[src/rtl/fft_consts_pkg.sv]
// Shared FFT constants and the address-generator state encoding.
package fft_consts;
  localparam int N_LOG2     = 10;
  localparam int BFU_LAT    = 5;
  localparam int RAM_RD_LAT = 1;

  typedef enum logic [1:0] {IDLE, RUN, DRAIN, DONE} agu_state_t;
endpackage

[src/rtl/fft_delay_line.sv]
// Fixed-depth register shift chain; async reset flushes every stage.
module fft_delay_line #(
  parameter int DEPTH = 6,
  parameter int WIDTH = 1
) (
  input  logic             clk,
  input  logic             rst,
  input  logic [WIDTH-1:0] din,
  output logic [WIDTH-1:0] dout
);
  logic [DEPTH-1:0][WIDTH-1:0] pipe;

  always_ff @(posedge clk or posedge rst) begin
    if (rst) begin
      pipe <= '0;
    end else begin
      pipe[0] <= din;
      for (int i = 1; i < DEPTH; i++) pipe[i] <= pipe[i-1];
    end
  end

  assign dout = pipe[DEPTH-1];
endmodule

[src/rtl/fft_agu.sv]
// In-place radix-2 FFT address generator: one butterfly per RUN cycle,
// ping-pong banks per stage, write side delayed to match RAM + BFU latency.
module fft_agu #(
  parameter int N_LOG2  = fft_consts::N_LOG2,
  parameter int RD_LAT  = fft_consts::RAM_RD_LAT,
  parameter int BFU_LAT = fft_consts::BFU_LAT
) (
  input  logic              clk,
  input  logic              rst,
  input  logic              start,
  output logic              busy,
  output logic              done,
  output logic [N_LOG2-1:0] stage,
  output logic [N_LOG2-1:0] rd_addrA,
  output logic [N_LOG2-1:0] rd_addrB,
  output logic [N_LOG2-2:0] twiddle_idx,
  output logic              in_valid,
  output logic              bank_sel,
  output logic [N_LOG2-1:0] wr_addrA,
  output logic [N_LOG2-1:0] wr_addrB,
  output logic              wr_en,
  output logic              wr_bank_sel
);
  import fft_consts::*;

  localparam int KW     = N_LOG2 - 1;
  localparam int HALF_N = 1 << KW;
  localparam int DLY    = RD_LAT + BFU_LAT;
  localparam int CW     = (DLY > 1) ? $clog2(DLY) : 1;
  localparam int WW     = 2 * N_LOG2 + 2;

  agu_state_t        state, state_n;
  logic [KW-1:0]     k, k_n;
  logic [N_LOG2-1:0] stage_n;
  logic              bank_n;
  logic [CW-1:0]     dcnt, dcnt_n;

  logic [N_LOG2-1:0] kx, half, mask, a_n, b_n;
  logic [KW-1:0]     tw_n;

  always_comb begin
    state_n = state;
    k_n     = k;
    stage_n = stage;
    bank_n  = bank_sel;
    dcnt_n  = dcnt;
    case (state)
      IDLE: if (start) begin
        state_n = RUN;
        k_n     = '0;
        stage_n = '0;
        bank_n  = 1'b0;
      end
      RUN: begin
        if (k == KW'(HALF_N - 1)) begin
          state_n = DRAIN;
          dcnt_n  = '0;
        end else begin
          k_n = k + 1'b1;
        end
      end
      // Drain lets the last butterfly of a stage reach RAM before the next stage reads.
      DRAIN: begin
        if (dcnt == CW'(DLY - 1)) begin
          if (stage < N_LOG2'(N_LOG2 - 1)) begin
            state_n = RUN;
            stage_n = stage + 1'b1;
            bank_n  = ~bank_sel;
            k_n     = '0;
          end else begin
            state_n = DONE;
          end
        end else begin
          dcnt_n = dcnt + 1'b1;
        end
      end
      DONE:    state_n = IDLE;
      default: state_n = IDLE;
    endcase
  end

  // Addresses are computed from next-state values so the outputs are pure flops.
  always_comb begin
    kx   = {1'b0, k_n};
    half = N_LOG2'(1) << stage_n;
    mask = half - 1'b1;
    a_n  = ((kx & ~mask) << 1) | (kx & mask);
    b_n  = a_n + half;
    tw_n = (k_n & mask[KW-1:0]) << (N_LOG2'(N_LOG2 - 1) - stage_n);
  end

  always_ff @(posedge clk or posedge rst) begin
    if (rst) begin
      state       <= IDLE;
      k           <= '0;
      dcnt        <= '0;
      stage       <= '0;
      bank_sel    <= 1'b0;
      busy        <= 1'b0;
      done        <= 1'b0;
      in_valid    <= 1'b0;
      rd_addrA    <= '0;
      rd_addrB    <= '0;
      twiddle_idx <= '0;
    end else begin
      state       <= state_n;
      k           <= k_n;
      dcnt        <= dcnt_n;
      stage       <= stage_n;
      bank_sel    <= bank_n;
      busy        <= (state_n == RUN) || (state_n == DRAIN);
      done        <= (state_n == DONE);
      in_valid    <= (state_n == RUN);
      rd_addrA    <= a_n;
      rd_addrB    <= b_n;
      twiddle_idx <= tw_n;
    end
  end

  logic [WW-1:0] wr_bus;

  fft_delay_line #(.DEPTH(DLY), .WIDTH(WW)) u_wr_dly (
    .clk  (clk),
    .rst  (rst),
    .din  ({in_valid, rd_addrA, rd_addrB, bank_sel}),
    .dout (wr_bus)
  );

  assign {wr_en, wr_addrA, wr_addrB, wr_bank_sel} = wr_bus;
endmodule

[config.mk]
export PLATFORM = sky130hd
export DESIGN_NAME = fft_agu
export DESIGN_NICKNAME = d
export VERILOG_FILES = /design/src/rtl/fft_consts_pkg.sv /design/src/rtl/fft_delay_line.sv /design/src/rtl/fft_agu.sv
export SDC_FILE = /design/constraint.sdc
export NUM_CORES = 1
export LEC_CHECK = 0
export CAP_MARGIN = 10
export CORE_UTILIZATION = 51
export CTS_BUF_LIST = sky130_fd_sc_hd__clkbuf_16
export DETAILED_ROUTE_END_ITERATION = 7
export PLACE_DENSITY = 0.75
export SLEW_MARGIN = 30
export SYNTH_ARGS = -nofsm -noshare
export SYNTH_HDL_FRONTEND = slang
export SYNTH_SLANG_ARGS = --single-unit
[constraint.sdc]
create_clock -name clk -period 6.6 [get_ports clk]
set_input_delay 1.32 -clock clk [delete_from_list [all_inputs] [get_ports clk]]
set_output_delay 1.32 -clock clk [all_outputs]
set_load 0.01 [all_outputs]
==> flow_summary.toml, run 1 <==
[outcome]
status = "finished, final reports clean"

[synthesis]
synth_top_family_by_area = "compound AO/OA/AOI/OAI gates"
async_flop_share_pct = 100.0
synth_compound_area_share_pct = 13.87
synth_edf_count = 0
syn_avg_cell_area_sq_um = 12.82
synth-adder-area-share_pct = 3.052
muxShareOfSynthArea_pct = 0.6069
synthSimpleGateAreaFrac_pct = 10.06
syn-num-nets = 583
synth_xor_xnor_area_share_pct = 2.063
yosysTopAreaCell = "dfrtp_1"
synthFlopType = "dfrtp_1"
ys_top_cells_by_area = "dfrtp_1 (66%), ha_1 (2.8%), buf_4 (2.2%)"
synth_cell_type_count = 79
synth_top_cell_area_share_pct = 65.55
yosysSeqAreaShare_pct = 65.55
syn-cell-area_sq_um = 7216
yosysWarningCount = 0
netlist_instances = 563
synth-seq-cells = 189

[die]
fp.dieH_um = 120.9
core_area_sq_um = 13830
initial_core_util_pct = 52.19
die-area_sq_um = 14630
die_w_um = 120.9
rows = 43
num_io_pins = 68

[grt]
grt_pass1_wl_mm = 23.33
grt_pass1_vias = 4485
grtUsageTotal_pct = 21.53
grt.met1_usage_pct = 27.65
grt_overflow = 0
met3_usage_pct = 4.840
busiest_layer = "met2"
grtUsageMet2_pct = 34.93
grt_antenna_before_repair = 0
grt_max_degree = 94

[hold_path]
min_path_type = "reg2reg"
min_from = "u_wr_dly.pipe[42]$_DFF_PP0_"

[detailed_routing]
drt-total-wl_mm = 14.42
route.detailed.drc = 0
detail_route.first_pass.iterations = 5
ant_nets = 0
vias = 4509
via_per_inst = 5.587
wl_per_cell_um = 17.86
detail_route.iter0.violations = 335

[critical_path]
r2r_slack_ns = 1.02
path_class = "in2reg"
worst_setup_path_start_kind = "input port"
cp-startpoint = "start"
required_ns = 6.94
r2r-start = "stage[6]$_DFF_PP0_"
worst_ep_arrival_time_ns = 6.00
end_kind = "flip-flop"
path_max_fanout = 10

[cells_and_area]
final_common_cell = "dfrtp_1"
fin_area_sq_um = 8488
regArea_sq_um = 4730
antenna_cells = 0
area_delta_synth_final_pct = 17.63
layout.nets = 635
final_cell_mix = "dfrtp_1 (189), clkdlybuf4s50_1 (67), nand2_1 (41)"
fill_cells = 1063
layout-drive-gt1-share_pct = 10.21
multiInputGateArea_sq_um = 2143
stdcell_count = 807

[timing]
fin_crit_ns = 5.659
fmax_mhz = 176.7
setup_violations = 0
skew_ns = 0.01115
min_period_over_period_pct = 85.74
finalHoldViolCount = 0
slew_violations = 0
worst_slew_pin_slew_ns = 0.7857
setup-tns-final_ns = 0
grt_setup_unrepaired = "no"
max-slew-margin-rel_pct = 47.62

[clocking]
cts_buffers = 17
cts_sinks = 189
clockBufferDepth = 2
cts_tree = "yes"
h-tree-depth = 4
cts_setup_buffers = 0
clk_pin_slew_worst_paths_ns = 0.07
cts_root_buffer = "clkbuf_16"
clock_latency_ns = 0.43
cts-resized-gates = 0
cts_hold_buffers = 0

[placement]
gp_congestion = 0.8391
port_buffers = 67
dp_hpwl_mm = 10.02
placed_cells = 776
place_area_sq_um = 7916

[run]
maxCapViolations = 0

[pwr]
power_density_nw_per_um2 = 256.1
vdd_drop_max_v = 0.0001443
power.leakage_nw = 3.564
cell families after synthesis:
logic type | count (synthesis)
fa+ha+maj | 17
mux | 3
flops | 189
other cells | 1
compound gates | 127
xor+xnor | 17
simple gates | 142
buf+inv | 67
path summary, 6_finish.rpt:
| check | to | cells after the start |
|---|---|---|
| setup / recovery | rd_addrB[6]$_DFF_PP0_ | 19 |
| hold / removal | u_wr_dly.pipe[64]$_DFF_PP0_ | 0 |
| setup reg to reg | rd_addrB[6]$_DFF_PP0_ | 20 |
| hold reg to reg | u_wr_dly.pipe[64]$_DFF_PP0_ | 0 |
| max in group asynchronous | rd_addrB[0]$_DFF_PP0_ | 3 |
| min in group asynchronous | u_wr_dly.dout[14]$_DFF_PP0_ | 2 |
layout make-up:
type / instances / share of cell area, %
multi-input cells: 307 / 25.25
repair buffers: 72 / 8.343
inverters: 28 / 1.297
clock buffers: 17 / 5.012
clock inverters: 14 / 1.725
flip-flops and latches: 189 / 55.72
well taps: 180 / 2.653
layer usage:
metal,up-vias,share of wire (%)
li1,2060,-
met1,2289,43
met2,134,50
met3,26,3.9
met4,0,2.6
met5,-,0
synthesized netlist by cell type (4+ instances only):
master and count:
nand4_1 5, ha_1 16, dfrtp_1 189, nand2b_1 5, o22ai_1 8, or2_2 4, o211ai_1 8, xnor2_1 10
inv_1 25, nor3_1 7, or3_1 5, a21oi_1 28, clkbuf_1 12, nand3_1 12, and2_1 6, o21bai_1 4
buf_2 4, xor2_1 7, nor4_1 4, o21ai_0 18, buf_4 21, nand2_1 41, nor2b_1 5, nor2_1 30
a21o_1 4, a31oi_1 7
critical path, cell delays in order:
cell and delay (ns):
clkdlybuf4s50_1 0.56, or3b_2 0.60, o31ai_4 0.15, o41ai_4 0.19, or3_1 0.48, ha_1 0.35, a21o_1 0.17, a21o_1 0.18
o21ai_1 0.18, inv_2 0.07, fa_1 0.44, inv_1 0.08, a21oi_1 0.06, o21bai_1 0.19, a21oi_1 0.13, or3_1 0.32
a31oi_1 0.21, or2_1 0.17, xor2_1 0.16
stage by stage:
step                utilization, %  power (mW)  setup slack (ns)  hold slack [ns]
global placement             57.25       1.212            0.7181           0.3315
detailed placement           57.25       1.213            0.5321           0.3347
global route                 61.39       2.249            0.6162           0.3524
finish                       61.39       2.174            0.9409           0.3418
CTS                          61.39       2.202            0.9692           0.3444
floorplan                        -       1.203            0.1379           0.3312
state kept, by name, summed over array words and instances (netlist names):
| signal | cells |
|---|---|
| twiddle_idx | 9 |
| in_valid | 1 |
| bank_sel | 1 |
| state | 2 |
| busy | 1 |
| rd_addrB | 10 |
| rd_addrA | 10 |
| u_wr_dly.pipe | 110 |
| stage | 10 |
| u_wr_dly.dout | 22 |
| done | 1 |
| k | 9 |
| dcnt | 3 |
report_power, final:
group	switching [mW]	total [mW]	internal, mW
combinational	0.0232	0.0272	0.00401
sequential	0.000922	1.16	1.16
clock	0.425	0.984	0.559
Power figures use the tool's default switching activity.
==> inputs of run 2 (changes only) <==
Settings changed: CAP_MARGIN 10 to default, HOLD_SLACK_MARGIN from default to 0.12, REMOVE_ABC_BUFFERS from default to 1.
==> flow_summary.toml, run 2 (synthesized netlist as in run 1, its figures left out) <==
[outcome]
status = "finished, final reports clean"

[detailed_routing]
detail_route.first_pass.iterations = 5
vias = 4524
detail_route.iter0.violations = 413
ant_nets = 0
route.detailed.drc = 0
via_per_inst = 5.599
wl_per_cell_um = 18.39
drt-total-wl_mm = 14.86

[grt]
grt_max_degree = 109
grtUsageMet2_pct = 36.04
grt.met1_usage_pct = 28.79
grt_overflow = 0
grtUsageTotal_pct = 22.36
busiest_layer = "met2"
grt_pass1_wl_mm = 24.37
grt_pass1_vias = 4560
met3_usage_pct = 5.216
grt_antenna_before_repair = 0

[pwr]
power_mw = 2.225
power.leakage_nw = 3.561
p_clk_share_pct = 46.5
p_seq_share_pct = 52.2
switching_share_pct = 21.92
vdd_drop_max_v = 0.0001762
power_density_nw_per_um2 = 260.8
internal-power_mw = 1.737
p_sw_mw = 0.4877
combPwrFrac_pct = 1.2

[clocking]
cts-resized-gates = 0
cts_tree = "yes"
clock_latency_ns = 0.44
cts_sinks = 189
cts_buffers = 17
cts_root_buffer = "clkbuf_16"
clockBufferDepth = 2
clk_pin_slew_worst_paths_ns = 0.07
cts_setup_buffers = 0
h-tree-depth = 4
cts_hold_buffers = 0

[hold_path]
min_path_type = "reg2reg"

[timing]
grt_setup_unrepaired = "no"
fmax_mhz = 175.2
slew_violations = 0
fin_crit_ns = 5.708
skew_ns = 0.01084
setup-tns-final_ns = 0
min_period_over_period_pct = 86.49
finalHoldViolCount = 0
worst_slew_pin_slew_ns = 0.7347
setup_violations = 0
max-slew-margin-rel_pct = 50.92

[die]
die-area_sq_um = 14630
initial_core_util_pct = 52.19
die_w_um = 120.9
core_area_sq_um = 13830
fp.dieH_um = 120.9
rows = 43
num_io_pins = 68

[cells_and_area]
final_common_cell = "dfrtp_1"
fill_cells = 1039
largest_register = "u_wr_dly.pipe"
layout-drive-gt1-share_pct = 10.83
final_cell_mix = "dfrtp_1 (189), clkdlybuf4s50_1 (67), nand2_1 (41)"
largest_reg_flops = 110
layout.nets = 635
area_delta_synth_final_pct = 18.24
antenna_cells = 0

[critical_path]
path_max_fanout = 10
required_ns = 6.90
worst_setup_path_start_kind = "input port"
end_kind = "flip-flop"
path_class = "in2reg"
worst_ep_arrival_time_ns = 6.00

[placement]
port_buffers = 67
dp_hpwl_mm = 10.00
gp_congestion = 0.9347

[run]
maxCapViolations = 0
run 2: cell count changes in the layout (fill, tap and decap cells not counted):
cell / delta
clkinv_8: +2
inv_6: -3
clkinv_4: +1
inv_1: -3
clkinv_2: -1
clkinvlp_4: +3
inv_8: +2
run 2: layout make-up:
type	count	area, sq um	share of cell area, %
flip-flops and latches	189	4730	55.43
repair buffers	72	708.2	8.300
clock buffers	17	425.4	4.986
inverters	28	112.6	1.320
well taps	180	225.2	2.640
multi-input cells	307	2143	25.12
clock inverters	15	187.7	2.200
run 2: worst max-delay path, cell delays in order:
cell	delay (ns)
clkdlybuf4s50_1	0.57
or3b_2	0.59
o31ai_4	0.14
o41ai_4	0.20
or3_1	0.50
ha_1	0.33
a21o_1	0.17
a21o_1	0.18
o21ai_1	0.17
inv_2	0.07
fa_1	0.44
inv_1	0.08
a21oi_1	0.06
o21bai_1	0.21
a21oi_1	0.16
or3_1	0.32
a31oi_1	0.21
or2_1	0.17
o211ai_1	0.11
run 2: final timing paths:
path,start,to,slack [ns],cells after the start
min in group asynchronous,rst,u_wr_dly.pipe[92]$_DFF_PP0_,1.43,2
min,u_wr_dly.pipe[53]$_DFF_PP0_,u_wr_dly.pipe[75]$_DFF_PP0_,0.34,0
max in group asynchronous,rst,u_wr_dly.pipe[18]$_DFF_PP0_,4.11,3
min reg2reg,u_wr_dly.pipe[53]$_DFF_PP0_,u_wr_dly.pipe[75]$_DFF_PP0_,0.34,0
max,start,rd_addrB[8]$_DFF_PP0_,0.89,19
max reg2reg,stage[6]$_DFF_PP0_,rd_addrB[8]$_DFF_PP0_,1.00,20
run 2: metal layers:
metal / part of all wire, % / up-vias / routed length, um
li1: - / 2063 / -
met1: 43 / 2288 / 6421
met2: 50 / 142 / 7374
met3: 4.1 / 31 / 606
met4: 3.1 / 0 / 457
met5: 0 / - / 0
run 2: power groups by stage:
stage | Sequential, mW | Clock, mW | Combinational, mW
global route | 1.16 | 1.11 | 0.0333
finish | 1.16 | 1.04 | 0.0275
floorplan | 1.18 | 0 | 0.0177
CTS | 1.16 | 1.06 | 0.0292
global placement | 1.18 | 0 | 0.0280
detailed placement | 1.18 | 0 | 0.0290
run 2: per-stage QoR:
step	utilization, %	area (sq um)	hold WS (ns)	setup slack (ns)	std cells
after global placement	57.25	7916	0.3315	0.7180	776
after floorplan	-	6978	0.3312	0.1379	524
after CTS	61.69	8529	0.3453	0.9808	808
after global routing	61.70	8532	0.3479	0.5750	808
final	61.70	8532	0.3437	0.8919	808
after detailed placement	57.25	7916	0.3347	0.5353	776
==> inputs of run 3 (changes only) <==
Settings changed: CORE_UTILIZATION 51 to 55, CTS_CLUSTER_SIZE from default to 30, MAX_ROUTING_LAYER from default to met4, PLACE_DENSITY 0.75 to 0.77.
Clock period 6.6 ns to 7.1 ns, I/O delays scaled along.
==> flow_summary.toml, run 3 (synthesized netlist as in run 1, its figures left out) <==
[outcome]
status = "finished, final reports clean"

[detailed_routing]
detail_route.first_pass.iterations = 5
vias = 4593
ant_nets = 0
route.detailed.drc = 0
detail_route.iter0.violations = 470
via_per_inst = 5.748
drt-total-wl_mm = 16.57
wl_per_cell_um = 20.74

[cells_and_area]
largest_register = "u_wr_dly.pipe"
antenna_cells = 0
fin_area_sq_um = 8491
final_common_cell = "dfrtp_1"
fill_cells = 904
regArea_sq_um = 4730
final_cell_mix = "dfrtp_1 (189), clkdlybuf4s50_1 (67), nand2_1 (41)"
layout.nets = 634
multiInputGateArea_sq_um = 2143
largest_reg_flops = 110
layout-drive-gt1-share_pct = 10.53
area_delta_synth_final_pct = 17.67

[timing]
min_period_over_period_pct = 82.09
setup-tns-final_ns = 0
fin_crit_ns = 5.829
setup_ws_ns = 1.271
setup_violations = 0
fmax_mhz = 171.6
worst_slew_pin_slew_ns = 0.7379
finalHoldViolCount = 0
grt_setup_unrepaired = "no"
max-slew-margin-rel_pct = 50.62
skew_ns = 0.01581
slew_violations = 0

[grt]
grt_overflow = 0
grt_antenna_before_repair = 0
grt_pass1_wl_mm = 26.06
grt_max_degree = 113
grt_pass1_vias = 4643
grtUsageTotal_pct = 27.13

[placement]
dp_hpwl_mm = 10.43
gp_congestion = 0.8833
pre_cts_slack_ns = 0.8660
port_buffers = 67
place_area_sq_um = 7899

[critical_path]
r2r_slack_ns = 1.45
path_class = "in2reg"
crit_end = "rd_addrB[6]$_DFF_PP0_"
worst_setup_path_start_kind = "input port"
worst_ep_arrival_time_ns = 6.16
end_kind = "flip-flop"
r2r-start = "stage[6]$_DFF_PP0_"
cp-startpoint = "start"
required_ns = 7.43
path_max_fanout = 10
r2r-end = "rd_addrB[6]$_DFF_PP0_"
reg2reg_depth = 20

[die]
core_area_sq_um = 12720
initial_core_util_pct = 56.72
fp.dieH_um = 116.5
die_w_um = 116.5
num_io_pins = 68
die-area_sq_um = 13580
rows = 41

[hold_path]
min_path_type = "reg2reg"

[pwr]
power_density_nw_per_um2 = 241.6
vdd_drop_max_v = 0.0001539
power.leakage_nw = 3.563

[clocking]
cts_root_buffer = "clkbuf_16"
clockBufferDepth = 2
cts-resized-gates = 0
clock_latency_ns = 0.43
cts_setup_buffers = 0
cts_tree = "yes"
h-tree-depth = 4
cts_buffers = 17
cts_hold_buffers = 0
clk_pin_slew_worst_paths_ns = 0.08
cts_sinks = 189

[run]
maxCapViolations = 0
run 3: cell types whose count changed in the layout (fill, tap and decap cells not counted), sizes merged:
cell      delta
buf          -1
clkinvlp     -3
clkinv       +1
bufinv       -1
inv          +3
run 3: worst min-delay path by stage:
stage / from / to / slack [ns] / cells after the start
finish: u_wr_dly.pipe[107]$_DFF_PP0_ / u_wr_dly.dout[19]$_DFF_PP0_ / 0.34 / 0
global route: u_wr_dly.pipe[12]$_DFF_PP0_ / u_wr_dly.pipe[34]$_DFF_PP0_ / 0.35 / 0
CTS: u_wr_dly.pipe[107]$_DFF_PP0_ / u_wr_dly.dout[19]$_DFF_PP0_ / 0.34 / 0
detailed placement: u_wr_dly.pipe[107]$_DFF_PP0_ / u_wr_dly.dout[19]$_DFF_PP0_ / 0.33 / 0
global placement: u_wr_dly.pipe[88]$_DFF_PP0_ / u_wr_dly.dout[0]$_DFF_PP0_ / 0.33 / 0
floorplan: u_wr_dly.pipe[88]$_DFF_PP0_ / u_wr_dly.dout[0]$_DFF_PP0_ / 0.33 / 0
run 3: per-layer routing:
metal  share of wire, %  GRT usage (%)  wire length (um)  up-vias
met2                 49          43.31              8153      200
met3                5.3          4.722               874       28
met1                 43          35.26              7105     2311
met5                  0              -                 0        -
li1                   -              -                 -     2054
met4                2.6          9.451               439        0
run 3: area by class of cell:
cell class | count | share of cell area (%)
inverters | 28 | 1.326
flip-flops and latches | 189 | 55.70
clock buffers | 17 | 5.010
repair buffers | 71 | 8.297
multi-input cells | 307 | 25.24
clock inverters | 15 | 1.886
well taps | 172 | 2.535
run 3: critical path, cell delays in order:
cell and delay (ns):
clkdlybuf4s50_1 0.58, or3b_2 0.61, o31ai_4 0.15, o41ai_4 0.19, or3_1 0.47, ha_1 0.34, a21o_1 0.17, a21o_1 0.18
o21ai_1 0.18, inv_2 0.07, fa_1 0.43, inv_1 0.07, a21oi_1 0.06, o21bai_1 0.22, a21oi_1 0.14, or3_1 0.33
a31oi_1 0.20, or2_1 0.18, xor2_1 0.18
run 3: through the flow:
step	instances	power, mW	utilization (%)	hold slack (ns)
6_report	799	2.052	66.74	0.3358
4_1_cts	799	2.066	66.69	0.3433
3_3_place_gp	767	1.126	62.09	0.3318
2_1_floorplan	524	1.118	-	0.3312
3_5_place_dp	767	1.128	62.09	0.3347
5_1_grt	799	2.112	66.74	0.3501
run 3: power breakdown:
part           leakage (nW)  total, mW  internal, mW  switching [mW]
registers              2.11       1.08          1.08         0.00101
logic                  1.16     0.0256       0.00364          0.0219
clock network         0.293      0.946         0.498           0.448
total                  3.56       2.05          1.58           0.471
==> RTL change: new RTL, config.mk and constraints of run 3 <==
Set the package constant `N_LOG2` to 9 (it was 10).
--- a/src/rtl/fft_consts_pkg.sv
+++ b/src/rtl/fft_consts_pkg.sv
@@ -1,6 +1,6 @@
 // Shared FFT constants and the address-generator state encoding.
 package fft_consts;
-  localparam int N_LOG2     = 10;
+  localparam int N_LOG2     = 9;
   localparam int BFU_LAT    = 5;
   localparam int RAM_RD_LAT = 1;
 
Interface: changed (6 resized); port bits go from 68 to 62. No check against the original RTL was run, so the function may have changed too.
==> RTL change against run 3 <==
Global-route usage is 5.3 points lower; hold slack better by 0.0057 ns; final cell count is 16% lower; sequential cell count is 17 lower; core utilization is 1.1 points higher; wire length is 31% lower; worst setup slack worse by 0.19 ns; non-clock buffer count is 7 lower; synthesized area is 13% lower; clock skew is 0.0081 ns lower; design area is 12% lower.
Power is not compared: it rests on default switching activity, and its combinational part moved more than twofold at a synthesized area within 25%.
==> RTL change: results (changes against run 3) <==
INFO  metric numPortBuffers = 61 (-9.0%)
INFO  metric clock_tree.root_cell = sky130_fd_sc_hd__clkbuf_16
INFO  metric sequential_share_of_the_synthesized_area = 68.5% (+2.9 points)
INFO  metric status = finished clean
INFO  metric worst_setup_path_endpoint = rd_addrB[8]
INFO  metric met3_usage = 5.92% (+1.2 points)
INFO  metric finalClockSkew = 0.00766 ns (-0.00815 ns)
INFO  metric reg2reg_setup_slack = 1.87 ns (+0.42 ns)
INFO  metric slowest_stage = sky130_fd_sc_hd__or3b_1
INFO  metric number_of_flip_flops_under_the_largest_register_name = 100 (-9.1%)
INFO  metric post_synth_num_cell_types = 80 (+1.3%)
INFO  metric synthesis.instances = 465 (-17%)
INFO  metric netlist_top_cells_count = sky130_fd_sc_hd__dfrtp_1 (172), sky130_fd_sc_hd__nor2_1 (26), sky130_fd_sc_hd__nand2_1 (22)
INFO  metric synth-compound-area-share = 11.3% (-2.6 points)
INFO  metric relSlewSlack = 45.0% (-5.6 points)
INFO  metric route.vias.total = 3704 (-19%)
INFO  metric route.detailed.wl_per_inst = 17.0 um (-18%)
INFO  metric worst_r2r_startpoint = state[1]
INFO  metric synth_xor_xnor_area_share = 1.25% (-0.81 points)
INFO  metric drt_iter0_markers = 234 (-50%)
INFO  metric total_instance_count_after_detailed_placement = 638 (-17%)
INFO  metric grt_start_max_net_pins = 128 (+13%)
INFO  metric post_synth_main_area_contributors = sky130_fd_sc_hd__dfrtp_1 (68%), sky130_fd_sc_hd__ha_1 (3.0%), sky130_fd_sc_hd__buf_4 (2.3%)
INFO  metric worst_r2r_path_depth = 17 (-15%)
INFO  metric synthMuxAreaShare = 1.02% (+0.41 points)
INFO  metric synth-adder-area-share = 3.30% (+0.25 points)
INFO  metric first_global_vias = 3589 (-23%)
INFO  metric asyncSetResetFlopFracSynth = 100% (unchanged)
INFO  metric post-dp-hpwl = 7860 um (-25%)
INFO  metric grt_pass1_wl = 18300 um (-30%)
INFO  metric max_stage_delay = 0.53 ns (-0.08 ns)
INFO  metric place_congestion = 0.856 (-3.1%)
INFO  metric net_count_reported_at_finish = 536 (-15%)
INFO  metric largest-register = u_wr_dly.pipe
INFO  metric met2_use_gr = 32.7% (-11 points)
INFO  metric path_delay_family = compound AO/OA/AOI/OAI gates
INFO  metric aggregate_global_route_resource_usage = 21.9% (-5.3 points)
INFO  metric met1_usage = 28.1% (-7.2 points)
INFO  metric layout.cells.non_filler = 670 (-16%)
INFO  metric clkTransAtPathRegs = around 0.07 ns
INFO  metric critical_path.max_fanout = 12 (+2)
INFO  metric post_route_cells_drive_above_1_share = 10.2% (-0.34 points)
## RTL change: layer usage
layer | wire length (um) | part of all wire (%)
met1 | 5130 | 45
met2 | 5540 | 49
met4 | 286 | 2.5
met5 | 0 | 0
met3 | 450 | 3.9
## RTL change: area by class of cell
type | count | area [um^2]
tap | 140 | 175
multi-input combinational | 243 | 1710
fill | 773 | 3530
inverter | 19 | 78.8
clock inverter | 15 | 129
clock buffer | 17 | 425
timing repair buffer | 64 | 633
sequential | 172 | 4300
## RTL change: cell families (layout without fill, tap and decap cells)
group | Yosys count | count (layout)
mux | 6 | 6
flops | 172 | 172
fa+ha+maj | 16 | 16
other cells | 1 | 1
compound gates | 95 | 95
simple gates | 116 | 116
xor+xnor | 9 | 9
buf+inv | 50 | 115
## RTL change: stage by stage
| step | instance area, um^2 | total power [uW] | worst slack, ns |
|---|---|---|---|
| final | 7450 | 2470 | 1.08 |
| after global placement | 6900 | 1620 | 0.955 |
| after CTS | 7450 | 2500 | 1.14 |
| after global routing | 7450 | 2590 | 0.726 |
| after detailed placement | 6900 | 1650 | 0.706 |
| after floorplan | 6080 | 1450 | 1.02 |
## RTL change: worst min-delay path by stage
stage | start | endpoint | slack [ns]
5_1_grt | u_wr_dly.pipe[22] | u_wr_dly.pipe[42] | 0.35
4_1_cts | u_wr_dly.pipe[25] | u_wr_dly.pipe[45] | 0.34
3_5_place_dp | u_wr_dly.pipe[6] | u_wr_dly.pipe[26] | 0.33
2_1_floorplan | u_wr_dly.pipe[80] | u_wr_dly.dout[0] | 0.33
6_report | u_wr_dly.pipe[25] | u_wr_dly.pipe[45] | 0.34
3_3_place_gp | u_wr_dly.pipe[57] | u_wr_dly.pipe[77] | 0.33
## RTL change: report_power, final
part	internal (uW)	total, uW	switching (uW)
Clock	458	849	391
Combinational	165	324	159
Sequential	1200	1300	95.2
Total	1820	2470	645
